$ cat src/rtl/mdu_ctrl_pkg.sv
// Shared definitions for the multiply/divide unit controller:
// operation codes, HI/LO direct-write codes, latencies and FSM encoding.
package mdu_ctrl_pkg;

    localparam logic [1:0] MDOP_MULT  = 2'b00;
    localparam logic [1:0] MDOP_MULTU = 2'b01;
    localparam logic [1:0] MDOP_DIV   = 2'b10;
    localparam logic [1:0] MDOP_DIVU  = 2'b11;

    localparam logic [1:0] HILO_NONE  = 2'b00;
    localparam logic [1:0] HILO_HI    = 2'b01;
    localparam logic [1:0] HILO_LO    = 2'b10;

    localparam int MULT_CYC = 5;
    localparam int DIV_CYC  = 10;

    typedef enum logic {
        IDLE = 1'b0,
        BUSY = 1'b1
    } state_t;

endpackage

$ cat src/rtl/mdu_ctrl.sv
// Multiply/divide unit controller: fixed-latency mult/multu/div/divu with
// architectural HI/LO registers and mthi/mtlo direct writes.
// Configuration macro: MDU_DIV_EN -- when defined, div/divu are supported;
// otherwise a divide Start is ignored and no divider is built.
module mdu_ctrl
    import mdu_ctrl_pkg::*;
(
    input  logic        clk,
    input  logic        rst_n,
    input  logic        Start,
    input  logic [1:0]  MDOp,
    input  logic [31:0] A,
    input  logic [31:0] B,
    input  logic [1:0]  HiLoWr,
    input  logic [31:0] WD,
    output logic        Busy,
    output logic [31:0] HI,
    output logic [31:0] LO
);

    state_t      state, state_n;
    logic [3:0]  cnt;
    logic [1:0]  op_q;
    logic [31:0] a_q, b_q;
    logic        busy_q;
    logic [31:0] hi_q, lo_q;
    logic        op_ok, take, done;
    logic [63:0] ext_a, ext_b, prod;
    logic [31:0] res_hi, res_lo;
    logic        res_ok;

`ifdef MDU_DIV_EN
    assign op_ok = 1'b1;
`else
    assign op_ok = ~MDOp[1];
`endif

    // Next-state logic: accept a supported Start in IDLE, finish when the counter hits 0.
    always_comb begin
        state_n = state;
        take    = 1'b0;
        done    = 1'b0;
        case (state)
            IDLE: if (Start && op_ok) begin
                take    = 1'b1;
                state_n = BUSY;
            end
            BUSY: if (cnt == 4'd0) begin
                done    = 1'b1;
                state_n = IDLE;
            end
            default: state_n = IDLE;
        endcase
    end

    // Result datapath from the captured operands; one multiplier serves both signednesses.
    always_comb begin
        ext_a  = op_q[0] ? {32'b0, a_q} : {{32{a_q[31]}}, a_q};
        ext_b  = op_q[0] ? {32'b0, b_q} : {{32{b_q[31]}}, b_q};
        prod   = ext_a * ext_b;
        res_hi = prod[63:32];
        res_lo = prod[31:0];
`ifdef MDU_DIV_EN
        // Divide by zero still runs the full latency but never commits.
        res_ok = ~op_q[1] | (b_q != 32'd0);
        if (op_q[1] && b_q != 32'd0) begin
            if (op_q[0]) begin
                res_lo = a_q / b_q;
                res_hi = a_q % b_q;
            end else begin
                res_lo = $unsigned($signed(a_q) / $signed(b_q));
                res_hi = $unsigned($signed(a_q) % $signed(b_q));
            end
        end
`else
        // Divides are never accepted here; this only keeps op_q fully used.
        res_ok = ~op_q[1];
`endif
    end

    // State register plus registered Busy flag.
    always_ff @(posedge clk or negedge rst_n) begin
        if (!rst_n) begin
            state  <= IDLE;
            busy_q <= 1'b0;
        end else begin
            state  <= state_n;
            busy_q <= (state_n == BUSY);
        end
    end

    // Operand capture, latency counter and HI/LO update (commit beats direct write).
    always_ff @(posedge clk or negedge rst_n) begin
        if (!rst_n) begin
            cnt  <= 4'd0;
            op_q <= 2'b00;
            a_q  <= 32'd0;
            b_q  <= 32'd0;
            hi_q <= 32'd0;
            lo_q <= 32'd0;
        end else begin
            if (take) begin
                op_q <= MDOp;
                a_q  <= A;
                b_q  <= B;
                cnt  <= MDOp[1] ? 4'(DIV_CYC - 1) : 4'(MULT_CYC - 1);
            end else if (state == BUSY && cnt != 4'd0) begin
                cnt <= cnt - 4'd1;
            end

            if (done && res_ok) begin
                hi_q <= res_hi;
                lo_q <= res_lo;
            end else if (state == IDLE && !take) begin
                case (HiLoWr)
                    HILO_HI: hi_q <= WD;
                    HILO_LO: lo_q <= WD;
                    default: ;
                endcase
            end
        end
    end

    assign Busy = busy_q;
    assign HI   = hi_q;
    assign LO   = lo_q;

endmodule

$ cat config.mk
export PLATFORM = sky130hd
export DESIGN_NAME = mdu_ctrl
export DESIGN_NICKNAME = d
export VERILOG_FILES = /design/src/rtl/mdu_ctrl_pkg.sv /design/src/rtl/mdu_ctrl.sv
export SDC_FILE = /design/constraint.sdc
export NUM_CORES = 2
export LEC_CHECK = 0
export BUFFER_PORTS_ARGS = -buffer_cell sky130_fd_sc_hd__buf_2
export CELL_PAD_IN_SITES_DETAIL_PLACEMENT = 0
export CELL_PAD_IN_SITES_GLOBAL_PLACEMENT = 2
export CORE_MARGIN = 4
export CORE_UTILIZATION = 30
export CTS_CLUSTER_SIZE = 25
export DETAILED_ROUTE_END_ITERATION = 10
export PLACE_DENSITY_LB_ADDON = 0.3
export SYNTH_ARGS = -nofsm -noshare
export SYNTH_HDL_FRONTEND = slang
export SYNTH_SLANG_ARGS = --single-unit
$ cat constraint.sdc
create_clock -name clk -period 10.3 [get_ports clk]
set_input_delay 2.06 -clock clk [delete_from_list [all_inputs] [get_ports clk]]
set_output_delay 2.06 -clock clk [all_outputs]
set_load 0.01 [all_outputs]
==> results.sh <==
export IMPL_cts_setup_buffers=0
export IMPL_fin_setup_tns_ns=0
export IMPL_wl_um=184900
export IMPL_yosys_area_share_simple_pct=13.98
export IMPL_regToRegSetupSlack_ns=0.56
export IMPL_skew_ns=0.03488
export IMPL_vias_per_cell=4.552
export IMPL_fillers=18770
export IMPL_drive_gt1_share_pct=6.614
export IMPL_cts_hold_buffers_added=0
export IMPL_crit_required_ns=10.79
export IMPL_cp_startpoint="b_q[31]$_DFFE_PN0P_"
export IMPL_cts_tree="yes"
export IMPL_clkTransAtPathRegs_ns=0.07
export IMPL_die_y_um=431.5
export IMPL_port_buffers=167
export IMPL_async_flop_share_pct=100.0
export IMPL_vias=37030
export IMPL_insertion_delay_ns=0.58
export IMPL_synth_edf_count=0
export IMPL_drv_slew=0
export IMPL_core_area_um2=178400
export IMPL_gr_total_overflow=0
export IMPL_hold_viol=0
export IMPL_yosys_area_share_adder_pct=60.04
export IMPL_synth_net_count=7555
export IMPL_finalNetCount=7595
export IMPL_muxShareOfSynthArea_pct=1.014
export IMPL_maxCapViolCount=0
export IMPL_root_buffer="clkbuf_16"
export IMPL_r2r_end="HI[24]$_DFFE_PN0P_"
export IMPL_max_slew_margin_pct=19.03
export IMPL_setup_violations=0
export IMPL_synth_seq_cells=135
export IMPL_synth_top_area_share_pct=52.80
export IMPL_hp_class="reg2reg"
export IMPL_yosysUniqueCellTypes=75
export IMPL_drt_wirelength_per_cell_um=22.73
export IMPL_crit_path_end="HI[24]$_DFFE_PN0P_"
export IMPL_grt_max_degree=113
export IMPL_avgSynthCellArea_um2=9.401
export IMPL_initial_utilization_pct=30.16
export IMPL_synthXorXnorAreaFrac_pct=1.888
export IMPL_gp_congestion=0.8694
export IMPL_worstRegToRegCells=29
export IMPL_syn_to_final_growth_pct=8.279
export IMPL_dieArea_um2=186200
export IMPL_yosysWarnings=0
export IMPL_period_share_pct=94.54
export IMPL_end_kind="register"
export IMPL_synth_area_leaders="fa_1 53%, inv_1 11%, ha_1 7.2%, and2_1 6.8%, dfrtp_1 6.3%"
export IMPL_syn_area_um2=53800
export IMPL_tightest_slew_ns=1.215
export IMPL_synth_top_family_by_area="adder cells"
export IMPL_ios=168
export IMPL_startpoint_type="register"
export IMPL_htree_levels=4
export IMPL_ys_seq_area_share_pct=6.279
export IMPL_status="finished, final reports clean"
export IMPL_cts_sinks=135
export IMPL_worst_path_max_fanout=18
export IMPL_fmaxAchievable_mhz=102.7
export IMPL_syn_inst=5723
export IMPL_numCtsBuffers=17
export IMPL_die_w_um=431.5
export IMPL_drtIter0Drc=1869
export IMPL_critPathMaxStageDelay_ns=0.85
export IMPL_drt_antenna_violating_nets=0
export IMPL_rsz0062_at_grt="false"
export IMPL_rows=155
export IMPL_grt_pass1_wl_um=284900
export IMPL_grt_pass1_vias=42860
export IMPL_track_usage_pct=20.66
export IMPL_regToRegStartpoint="b_q[31]$_DFFE_PN0P_"
export IMPL_drt_pass1_iter_count=5
export IMPL_crit_path_frequent_cell="fa_1"
export IMPL_synth_largest_area_cell="fa_1"
export IMPL_synth_compound_area_share_pct=4.079
export IMPL_antenna_found_initial=15
export IMPL_worst_setup_path_type="reg2reg"
export IMPL_clock_path_buffers=2
export IMPL_yosys_most_used_dff="dfrtp_1"
export IMPL_ctsResizeCount=0
export IMPL_drc=0
export IMPL_cp_slowest_cell="nor2_1"
export IMPL_arrival_ns=10.23
export IMPL_dp_hpwl_um=159900
export IMPL_period_needed_ns=9.738
worst min-delay path by stage:
stage | slack [ns] | endpoint | cells after the start | from
final | 0.48 | b_q[21]$_DFFE_PN0P_ | 2 | b_q[21]$_DFFE_PN0P_
after CTS | 0.48 | b_q[21]$_DFFE_PN0P_ | 2 | b_q[21]$_DFFE_PN0P_
after global routing | 0.52 | b_q[24]$_DFFE_PN0P_ | 2 | b_q[24]$_DFFE_PN0P_
after floorplan | 0.47 | op_q[1]$_DFFE_PN0P_ | 1 | op_q[1]$_DFFE_PN0P_
after detailed placement | 0.46 | b_q[21]$_DFFE_PN0P_ | 2 | b_q[21]$_DFFE_PN0P_
after global placement | 0.46 | b_q[24]$_DFFE_PN0P_ | 2 | b_q[24]$_DFFE_PN0P_
cell usage in the layout (no fill, tap or decap), types with 4 or more instances in the layout:
master,netlist,layout
o211ai_1,12,12
a211oi_1,21,21
o31ai_1,5,5
and3_1,12,12
a21o_1,50,50
xnor2_1,87,87
clkinv_4,0,4
nand2b_1,6,5
o21ai_0,76,76
o21bai_1,18,18
ha_1,310,310
buf_2,1,166
mux2_2,4,4
xor2_1,29,29
nand3_1,17,17
and2_1,584,584
fa_1,1419,1419
nand4_1,15,15
nor2b_1,22,19
buf_4,6,128
o21a_1,5,5
buf_12,0,7
a31oi_1,5,5
and4_1,4,4
nor2_1,53,53
clkbuf_16,0,17
dfrtp_1,135,123
a31o_2,6,6
inv_1,1529,1529
nor3_1,8,8
mux2i_1,50,50
or3_1,4,4
a21oi_1,98,98
dfrtp_2,0,12
nand2_1,799,798
per-stage QoR:
stage               hold slack, ns  std cells  cell area [um^2]  setup slack [ns]  util, %
finish                      0.4792       8134             58260            0.5623    32.65
floorplan                   0.4681       5723             53800             1.116        -
detailed placement          0.4645       8099             57650            0.5738    32.31
global placement            0.4591       8099             57650            0.5052    32.31
global route                0.5230       8132             58250           0.09513    32.65
CTS                         0.4829       8131             58250            0.5402    32.65
synth_stat cells, types with 22 or more instances:
library cell and number:
clkbuf_1 256, o21ai_0 76, dfrtp_1 135, mux2i_1 50, nand2_1 799, nor2b_1 22, nor2_1 53, and2_1 584
a21o_1 50, xor2_1 29, a21oi_1 98, xnor2_1 87, fa_1 1419, ha_1 310, inv_1 1529
cell families after synthesis:
kind of cell | count (synthesis)
buffers and inverters | 1810
adder cells (fa/ha/maj) | 1731
AND/OR/NAND/NOR | 1541
AO/OA/AOI/OAI | 336
flip-flops | 135
XOR/XNOR | 116
multiplexers | 54
area by class of cell:
cell class | count | area (um^2) | share of cell area, %
Multi-Input combinational cell | 3778 | 43630 | 74.88
Inverter | 1529 | 5739 | 9.851
Sequential cell | 135 | 3393 | 5.824
Tap cell | 2355 | 2947 | 5.058
Timing Repair Buffer | 302 | 1943 | 3.335
Clock buffer | 19 | 442.9 | 0.7603
Clock inverter | 13 | 160.2 | 0.2749
Antenna cell | 3 | 7.507 | 0.01289
critical path, delay by kind of cell, from the launching register on:
| family | cells | cell delay (ns) |
|---|---|---|
| and+or+nand+nor | 7 | 2.19 |
| adders and majority gates | 10 | 4.64 |
| DFF | 1 | 0.42 |
| AOI/OAI and AO/OA | 5 | 1.67 |
| buffers and inverters | 7 | 0.73 |
sequential cells by signal, summed over array words and instances (netlist names):
name and count:
a_q 32, LO 32, b_q 32, HI 32, op_q 2, cnt 4
Busy 1
per-layer routing:
layer | wire [um] | vias up | track usage [%]
met5 | 27 | - | 0
met2 | 88490 | 679 | 34.78
met1 | 86620 | 19800 | 28.96
met3 | 6124 | 130 | 2.175
li1 | - | 16420 | -
met4 | 3615 | 4 | 4.132
Power is not shown: default switching activity piles up to over one toggle a cycle in this logic, so the estimate is an artifact.
